[src/rtl/text_writer_if.sv]
// text_writer_if: byte-stream input handshake plus character-RAM write port of text_writer.
`default_nettype none

interface text_writer_if;
  logic [7:0]  in_data;
  logic        in_valid;
  logic        in_ready;
  logic [10:0] write_character_pos;
  logic [7:0]  write_character;
  logic        write_strobe;
  logic [10:0] cursor_pos;
  logic        busy;

  modport master (
    output in_data, in_valid,
    input  in_ready, write_character_pos, write_character, write_strobe, cursor_pos, busy
  );

  modport slave (
    input  in_data, in_valid,
    output in_ready, write_character_pos, write_character, write_strobe, cursor_pos, busy
  );
endinterface

`default_nettype wire

[src/rtl/text_writer.sv]
// ============================================================================
// text_writer : terminal-style byte interpreter driving the VGA character RAM.
// Option macro: TEXT_WRITER_CLEAR_ON_RESET_EN (blank whole screen after reset).
// Revision: 1.0
// ============================================================================
`default_nettype none

module text_writer #(
  parameter int          COLS       = 80,
  parameter int          ROWS       = 25,
  parameter logic [7:0]  BLANK_CHAR = 8'h20
) (
  input  logic          CLK,
  input  logic          n_reset,
  text_writer_if.slave  bus
);

  localparam logic [10:0] LAST_COL  = 11'(COLS - 1);
  localparam logic [10:0] LAST_ROW  = 11'(ROWS - 1);
  localparam logic [10:0] COLS_W    = 11'(COLS);
  localparam logic [11:0] LINE_CNT  = 12'(COLS);
  localparam logic [11:0] TOTAL_CNT = 12'(COLS * ROWS);

  typedef enum logic [1:0] {
    IDLE         = 2'd0,
    CLEAR_LINE   = 2'd1,
    CLEAR_SCREEN = 2'd2
  } state_t;

  state_t      state;
  logic [10:0] row;
  logic [10:0] col;
  logic [10:0] row_base;
  logic [10:0] cursor;
  logic [10:0] clr_addr;
  logic [11:0] clr_cnt;
  logic        ready;
  logic        busy_flag;
  logic        strobe;
  logic [10:0] wr_pos;
  logic [7:0]  wr_char;

  logic        accept;
  logic        printable;
  logic        last_row;
  logic [10:0] next_row;
  logic [10:0] next_base;

  assign accept    = ready && bus.in_valid;
  assign printable = (bus.in_data >= 8'h20) && (bus.in_data != 8'h7F);
  assign last_row  = (row == LAST_ROW);
  assign next_row  = last_row ? 11'd0 : row + 11'd1;
  // Row base is tracked incrementally so no row*COLS multiply is needed.
  assign next_base = last_row ? 11'd0 : row_base + COLS_W;

  assign bus.in_ready            = ready;
  assign bus.busy                = busy_flag;
  assign bus.write_strobe        = strobe;
  assign bus.write_character_pos = wr_pos;
  assign bus.write_character     = wr_char;
  assign bus.cursor_pos          = cursor;

  always_ff @(posedge CLK or negedge n_reset) begin
    if (!n_reset) begin
      row      <= '0;
      col      <= '0;
      row_base <= '0;
      cursor   <= '0;
      clr_addr <= '0;
      strobe   <= 1'b0;
      wr_pos   <= '0;
      wr_char  <= '0;
`ifdef TEXT_WRITER_CLEAR_ON_RESET_EN
      state     <= CLEAR_SCREEN;
      ready     <= 1'b0;
      busy_flag <= 1'b1;
      clr_cnt   <= TOTAL_CNT;
`else
      state     <= IDLE;
      ready     <= 1'b1;
      busy_flag <= 1'b0;
      clr_cnt   <= '0;
`endif
    end else begin
      strobe <= 1'b0;
      case (state)
        IDLE: begin
          if (accept) begin
            if (printable) begin
              strobe  <= 1'b1;
              wr_pos  <= cursor;
              wr_char <= bus.in_data;
              if (col == LAST_COL) begin
                col       <= '0;
                row       <= next_row;
                row_base  <= next_base;
                cursor    <= next_base;
                clr_addr  <= next_base;
                clr_cnt   <= LINE_CNT;
                state     <= CLEAR_LINE;
                ready     <= 1'b0;
                busy_flag <= 1'b1;
              end else begin
                col    <= col + 11'd1;
                cursor <= cursor + 11'd1;
              end
            end else if (bus.in_data == 8'h0D) begin
              col    <= '0;
              cursor <= row_base;
            end else if (bus.in_data == 8'h0A) begin
              row       <= next_row;
              row_base  <= next_base;
              cursor    <= next_base + col;
              clr_addr  <= next_base;
              clr_cnt   <= LINE_CNT;
              state     <= CLEAR_LINE;
              ready     <= 1'b0;
              busy_flag <= 1'b1;
            end else if (bus.in_data == 8'h08) begin
              if (col != 11'd0) begin
                col    <= col - 11'd1;
                cursor <= cursor - 11'd1;
              end
            end else if (bus.in_data == 8'h0C) begin
              row       <= '0;
              col       <= '0;
              row_base  <= '0;
              cursor    <= '0;
              clr_addr  <= '0;
              clr_cnt   <= TOTAL_CNT;
              state     <= CLEAR_SCREEN;
              ready     <= 1'b0;
              busy_flag <= 1'b1;
            end
          end
        end

        CLEAR_LINE, CLEAR_SCREEN: begin
          strobe   <= 1'b1;
          wr_pos   <= clr_addr;
          wr_char  <= BLANK_CHAR;
          clr_addr <= clr_addr + 11'd1;
          clr_cnt  <= clr_cnt - 12'd1;
          // Hand back to IDLE on the edge that issues the final blank.
          if (clr_cnt == 12'd1) begin
            state     <= IDLE;
            ready     <= 1'b1;
            busy_flag <= 1'b0;
          end
        end

        default: begin
          state     <= IDLE;
          ready     <= 1'b1;
          busy_flag <= 1'b0;
        end
      endcase
    end
  end

endmodule

`default_nettype wire

[src/flat_wrapper.sv]
// flat-port wrapper written by rule: the top's interface ports become plain ports
module text_writer_flat 
#(
  parameter int          COLS       = 80,
  parameter int          ROWS       = 25,
  parameter logic [7:0]  BLANK_CHAR = 8'h20
)
  (CLK, n_reset, bus_in_data, bus_in_valid, bus_in_ready, bus_write_character_pos, bus_write_character, bus_write_strobe, bus_cursor_pos, bus_busy);
  text_writer_if bus_i ();
  input  logic CLK;
  input  logic n_reset;
  input wire logic [$bits(bus_i.in_data)-1:0] bus_in_data;
  input wire logic [$bits(bus_i.in_valid)-1:0] bus_in_valid;
  output wire logic [$bits(bus_i.in_ready)-1:0] bus_in_ready;
  output wire logic [$bits(bus_i.write_character_pos)-1:0] bus_write_character_pos;
  output wire logic [$bits(bus_i.write_character)-1:0] bus_write_character;
  output wire logic [$bits(bus_i.write_strobe)-1:0] bus_write_strobe;
  output wire logic [$bits(bus_i.cursor_pos)-1:0] bus_cursor_pos;
  output wire logic [$bits(bus_i.busy)-1:0] bus_busy;
  assign bus_i.in_data = bus_in_data;
  assign bus_i.in_valid = bus_in_valid;
  assign bus_in_ready = bus_i.in_ready;
  assign bus_write_character_pos = bus_i.write_character_pos;
  assign bus_write_character = bus_i.write_character;
  assign bus_write_strobe = bus_i.write_strobe;
  assign bus_cursor_pos = bus_i.cursor_pos;
  assign bus_busy = bus_i.busy;
  text_writer #(.COLS(COLS), .ROWS(ROWS), .BLANK_CHAR(BLANK_CHAR)) u_core (.CLK(CLK), .n_reset(n_reset), .bus(bus_i));
endmodule
[config.mk]
export PLATFORM = sky130hd
export DESIGN_NAME = text_writer_flat
export DESIGN_NICKNAME = d
export VERILOG_FILES = /design/src/rtl/text_writer_if.sv /design/src/rtl/text_writer.sv /design/src/flat_wrapper.sv
export SDC_FILE = /design/constraint.sdc
export NUM_CORES = 1
export LEC_CHECK = 0
export CAP_MARGIN = 20
export CORE_MARGIN = 2
export CORE_UTILIZATION = 45
export CTS_CLUSTER_SIZE = 12
export DETAILED_ROUTE_END_ITERATION = 6
export SETUP_SLACK_MARGIN = 0.1
export SLEW_MARGIN = 5
export SYNTH_ARGS = -nofsm -noshare
export SYNTH_HDL_FRONTEND = slang
export SYNTH_SLANG_ARGS = --single-unit
[constraint.sdc]
create_clock -name CLK -period 4.7 [get_ports CLK]
set_input_delay 0.47 -clock CLK [delete_from_list [all_inputs] [get_ports CLK]]
set_output_delay 0.47 -clock CLK [all_outputs]
set_load 0.02 [all_outputs]
# == After elaboration in Yosys (flattened, before gate mapping) ==
# Cells that the tools add are included.
# totals
word_cells,130
regBits,91
out_inout_bits,33
in_bits,11
# classes
n_reduce_logical,15
eq_ne,23
mux,70
n_lt_le_gt_ge,1
add_sub_neg,9
# op_table
operator,n
$mux 11,27
$mux 12,7
$add 11x1->11 const B,4
$pmux 11 s2,2
$eq 8x4->1 const B,4
$pmux 12 s2,1
$sub 11x1->11 const B,2
$mux 1,18
$reduce_and 6->1,3
$mux 2,8
$mux 8,2
$pmux 8 s2,1
$eq 12x1->1 const B,1
$sub 12x1->12 const B,1
$add 11x11->11,1
$add 11x7->11 const B,1
$eq 11x5->1 const B,1
$eq 11x7->1 const B,1
$reduce_bool 11->1,1
$ge 8x6->1 const B,1
$ne 2x1->1 const B,4
$ne 4x2->1 const B,2
$ne 8x7->1 const B,1
$ne 3x1->1 const B,2
19 further kinds,22

# == Logic depth before layout (Yosys ltp) ==
# logic_depth
depth_word,8
mapped_depth,16
mapped_depth_nobuf,15

# == Least setup slack after synthesis ==
# No wires, ideal clock.
# synth_timing
kind,flip-flop to flip-flop
start,register u_core.row[0]
end,"register u_core.cursor[10], in the netlist u_core.bus.cursor_pos[10]"
arrival_time_ns,3.792
setup_time_ns,0.065
synth_period_minus_slack_ns,3.857
setup_slack_ns,0.843
required_ns,4.635
stages_incl_launch_ff,17
path_buffers,1
path_cell_list,dfrtp_1 inv_1 ha_1 nor4b_1 nand4_1 clkbuf_1 and2_1 ha_1 ha_1 a21o_1 maj3_2 maj3_2 a2bb2oi_2 o21bai_2 or4_1 a31oi_1 o22a_1
# synth_via
elab_chain_cells,6
word_cells_on_any_way,7
# synth_lines
element,line_no,source
from (decl),text_writer.sv:31,logic [10:0] row;
from (signal assigned),text_writer.sv:95,row <= next_row;
from (signal assigned),text_writer.sv:111,row <= next_row;
$eq 11x5->1 (*),text_writer.sv:51,assign last_row = (row == LAST_ROW);
$mux 11 (*),text_writer.sv:54,assign next_base = last_row ? 11'd0 : row_base + COLS_W;
$add 11x11->11,text_writer.sv:113,cursor <= next_base + col;
$mux 11,text_writer.sv:110,end else if (bus.in_data == 8'h0A) begin
$mux 11,text_writer.sv:107,end else if (bus.in_data == 8'h0D) begin
$mux 11 (*),text_writer.sv:89,if (printable) begin
to (signal assigned),text_writer.sv:105,cursor <= cursor + 11'd1;
to (signal assigned),text_writer.sv:109,cursor <= row_base;
to (signal assigned),text_writer.sv:113,
to (decl),text_writer.sv:34,logic [10:0] cursor;
# Mark *: on every way between the ends. The rest lies on a longest branch, timed or not.
# A chain may end at the register's enable or synchronous reset.

# == Final worst setup path ==
# Same ends and word-level chain as after synthesis.

==> impl_metrics.json <==
{
  "design_area_mm2": 0.00697,
  "first_pass_iters": 5,
  "hpwl_um": 12600,
  "clkTransAtPathRegs_ns": 0.07,
  "clock_latency_ns": 0.36,
  "critPathArrivalTime_ns": 4.20,
  "ir_drop_v": 0.000149,
  "fin_crit_sh_pct": 83.1,
  "slowest_delay_ns": 0.50,
  "critPathSlowestCell": "or4_1",
  "clock.fmax_mhz": 256,
  "mostFrequentLayoutCell": "dfrtp_1",
  "startpoint_type": "flip-flop",
  "dieWidth_um": 121,
  "async_flop_share_pct": 100,
  "cts_max_level": 3,
  "synth_ff_type": "dfrtp_1",
  "setup_violations": 0,
  "cts_buffer_depth": 2,
  "cts_resized": 0,
  "synth_edf_count": 0,
  "cts_tree": "built",
  "detail-route-antenna-nets": 0,
  "drive_gt1_share_pct": 4.94,
  "cts_made_buffers": 9,
  "hold_buffers": 0,
  "antenna_found_initial": 0,
  "synth_nets": 777,
  "period_minus_slack_ns": 3.90,
  "drt-total-wl_um": 17600,
  "setup-tns-final_ns": 0,
  "power_leakage_nw": 2.74,
  "syn_area_per_cell_um2": 8.19,
  "diodes": 0,
  "endpoint_kind": "flip-flop",
  "die_y_um": 121,
  "layout_common_cells": "dfrtp_1, nor2_1, a21oi_1",
  "rows": 42,
  "cp_max_fo": 14,
  "criticalPathCategory": "reg2reg",
  "routedWlPerCell_um": 18.6,
  "max_slew.worst_pin.slew_ns": 0.943,
  "yosys_register_bits": 91,
  "placed_cell_area_mm2": 0.00668,
  "crit_chain": "inv_1 -> ha_1 -> nor4b_1 -> nand4_1 -> buf_4 -> nand2_1 -> xnor2_1 -> ha_1 -> a21o_1 -> maj3_2 -> maj3_2 -> a2bb2oi_2 -> o21bai_2 -> or4_1 -> a31oi_1 -> o22a_1",
  "hold_path.class": "in2async",
  "via_count": 5833,
  "finalMaxSlewViolations": 0,
  "core_mm2": 0.0132,
  "fill_cells": 1248,
  "fin_skew_ns": 0.00754,
  "gr-total-overflow": 0,
  "drt_iter0_drc": 527,
  "slew_headroom_pct": 37.2,
  "status": "finished clean",
  "drc": 0,
  "clock_sinks": 91,
  "synthToLayoutAreaGrowth_pct": 14.1,
  "crit_required_ns": 4.99,
  "track_usage_pct": 25.2,
  "clockRootBuffer": "clkbuf_16",
  "portBuffers": 43,
  "die_area_mm2": 0.0145,
  "gp_congestion": 0.936,
  "grt_first_pass_wirelength_um": 28800,
  "pwr_density_cell_mw_per_mm2": 227,
  "grt_pass1_vias": 5391,
  "yosysUniqueCellTypes": 64,
  "viasPerCell": 6.17,
  "hold_violations": 0,
  "seq_area_frac_synth_pct": 37.3,
  "post_cts_buffers": 0,
  "ys_warn_count": 0,
  "synthCells": 746,
  "start_util_pct": 46.1,
  "cap_violations": 0,
  "nNetsFinal": 796,
  "rsz0062_at_grt": "false",
  "grt_max_degree": 53,
  "netlist_area_mm2": 0.00611,
  "num_io_pins": 44
}
[worst paths after layout]
check,depth (start not counted),startpoint,endpoint,slack (ns)
max,16,u_core.row[0]$_DFFE_PN0P_,u_core.bus.cursor_pos[10]$_DFFE_PN0P_,0.80
min,1,n_reset,u_core.clr_cnt[6]$_DFFE_PN0P_,0.14
max reg2reg,16,u_core.row[0]$_DFFE_PN0P_,u_core.bus.cursor_pos[10]$_DFFE_PN0P_,0.80
min reg2reg,2,u_core.clr_cnt[1]$_DFFE_PN0P_,u_core.clr_cnt[1]$_DFFE_PN0P_,0.50
max in group asynchronous,2,n_reset,u_core.col[7]$_DFFE_PN0P_,3.54
min in group CLK,2,u_core.clr_cnt[1]$_DFFE_PN0P_,u_core.clr_cnt[1]$_DFFE_PN0P_,0.50
[cells by family after synthesis]
| family | after synthesis | synth area share [%] |
|---|---|---|
| buffers and inverters | 63 | 4.01 |
| muxes | 15 | 2.48 |
| adders and majority gates | 24 | 4.79 |
| AOI/OAI and AO/OA | 245 | 25.5 |
| and+or+nand+nor | 282 | 22.2 |
| xor gates and xnor gates | 26 | 3.73 |
| DFF | 91 | 37.3 |
[layer usage]
layer,vias to the layer above,GRT usage [%],share of wire (%)
li1,2816,-,-
met1,2799,35.1,46
met2,184,39.1,46
met3,34,3.25,4.5
met4,0,11.8,3.4
met5,-,0,0
[flip-flops by register name, summed over array words and instances, names as in the netlist]
name and count:
u_core.row 11, u_core.bus.cursor_pos 11, u_core.bus.in_ready 1, u_core.col 11, u_core.clr_addr 11, u_core.bus.write_character 8, u_core.row_base 11, u_core.state 2
u_core.bus.write_character_pos 11, u_core.bus.busy 1, u_core.clr_cnt 12, u_core.bus.write_strobe 1
[Yosys cell counts, types with 3 or more instances]
library cell / number / area share (%)
a211oi_1: 5 / 0.61
a21o_1: 5 / 0.61
a21oi_1: 68 / 5.6
a221o_1: 3 / 0.49
a221oi_1: 3 / 0.43
a222oi_1: 4 / 0.66
a22o_1: 13 / 1.9
a22oi_1: 5 / 0.61
a31oi_1: 8 / 0.82
and2_1: 4 / 0.41
and3_1: 16 / 1.6
buf_2: 7 / 0.57
clkbuf_1: 38 / 2.3
dfrtp_1: 90 / 37
ha_1: 20 / 4.1
inv_1: 15 / 0.92
mux2i_1: 14 / 2.3
nand2_1: 63 / 3.9
nand2b_1: 6 / 0.61
nand3_1: 38 / 3.1
nand4_1: 10 / 1.0
nor2_1: 79 / 4.9
nor2b_1: 9 / 0.92
nor3_1: 24 / 2.0
nor3b_1: 3 / 0.37
nor4_1: 13 / 1.3
o2111ai_1: 3 / 0.43
o211ai_1: 5 / 0.61
o21a_1: 3 / 0.37
o21ai_0: 64 / 5.2
o221ai_1: 5 / 0.72
o22a_1: 4 / 0.57
o22ai_1: 16 / 1.6
o31ai_1: 14 / 1.7
or3_1: 6 / 0.61
xnor2_1: 15 / 2.1
xor2_1: 11 / 1.6
[worst max-delay path, delay by kind of cell, from the launching register on]
kind / cells / cell delay, ns
compound gates: 5 / 0.80
xor+xnor: 1 / 0.08
fa+ha+maj: 4 / 1.07
buf+inv: 2 / 0.32
flops: 1 / 0.43
simple gates: 4 / 1.14
[power by group]
group          internal [mW]  leakage [nW]  switching (mW)
registers              0.783          1.12        0.000405
logic                 0.0154          1.49          0.0408
clock network          0.416         0.141           0.329
total                   1.21          2.74           0.370
[through the flow]
stage | worst slack, ns | hold slack, ns | std cells | utilization (%) | power [mW]
after floorplan | 0.843 | 0.174 | 746 | - | 0.818
after CTS | 0.842 | 0.170 | 946 | 52.6 | 1.60
after global routing | 0.537 | 0.205 | 946 | 52.6 | 1.64
final | 0.796 | 0.145 | 946 | 52.6 | 1.58
after detailed placement | 0.860 | 0.492 | 930 | 50.4 | 0.856
after global placement | 0.957 | 0.490 | 930 | 50.4 | 0.855
[layout make-up]
class	instances	area [um^2]	share of cell area, %
tap	176	220	3.16
multi-input combinational	592	3600	51.7
sequential	91	2280	32.7
inverter	16	60.1	0.862
timing repair buffer	55	518	7.43
clock buffer	11	233	3.34
clock inverter	5	60.1	0.862
Power figures use the tool's default switching activity.
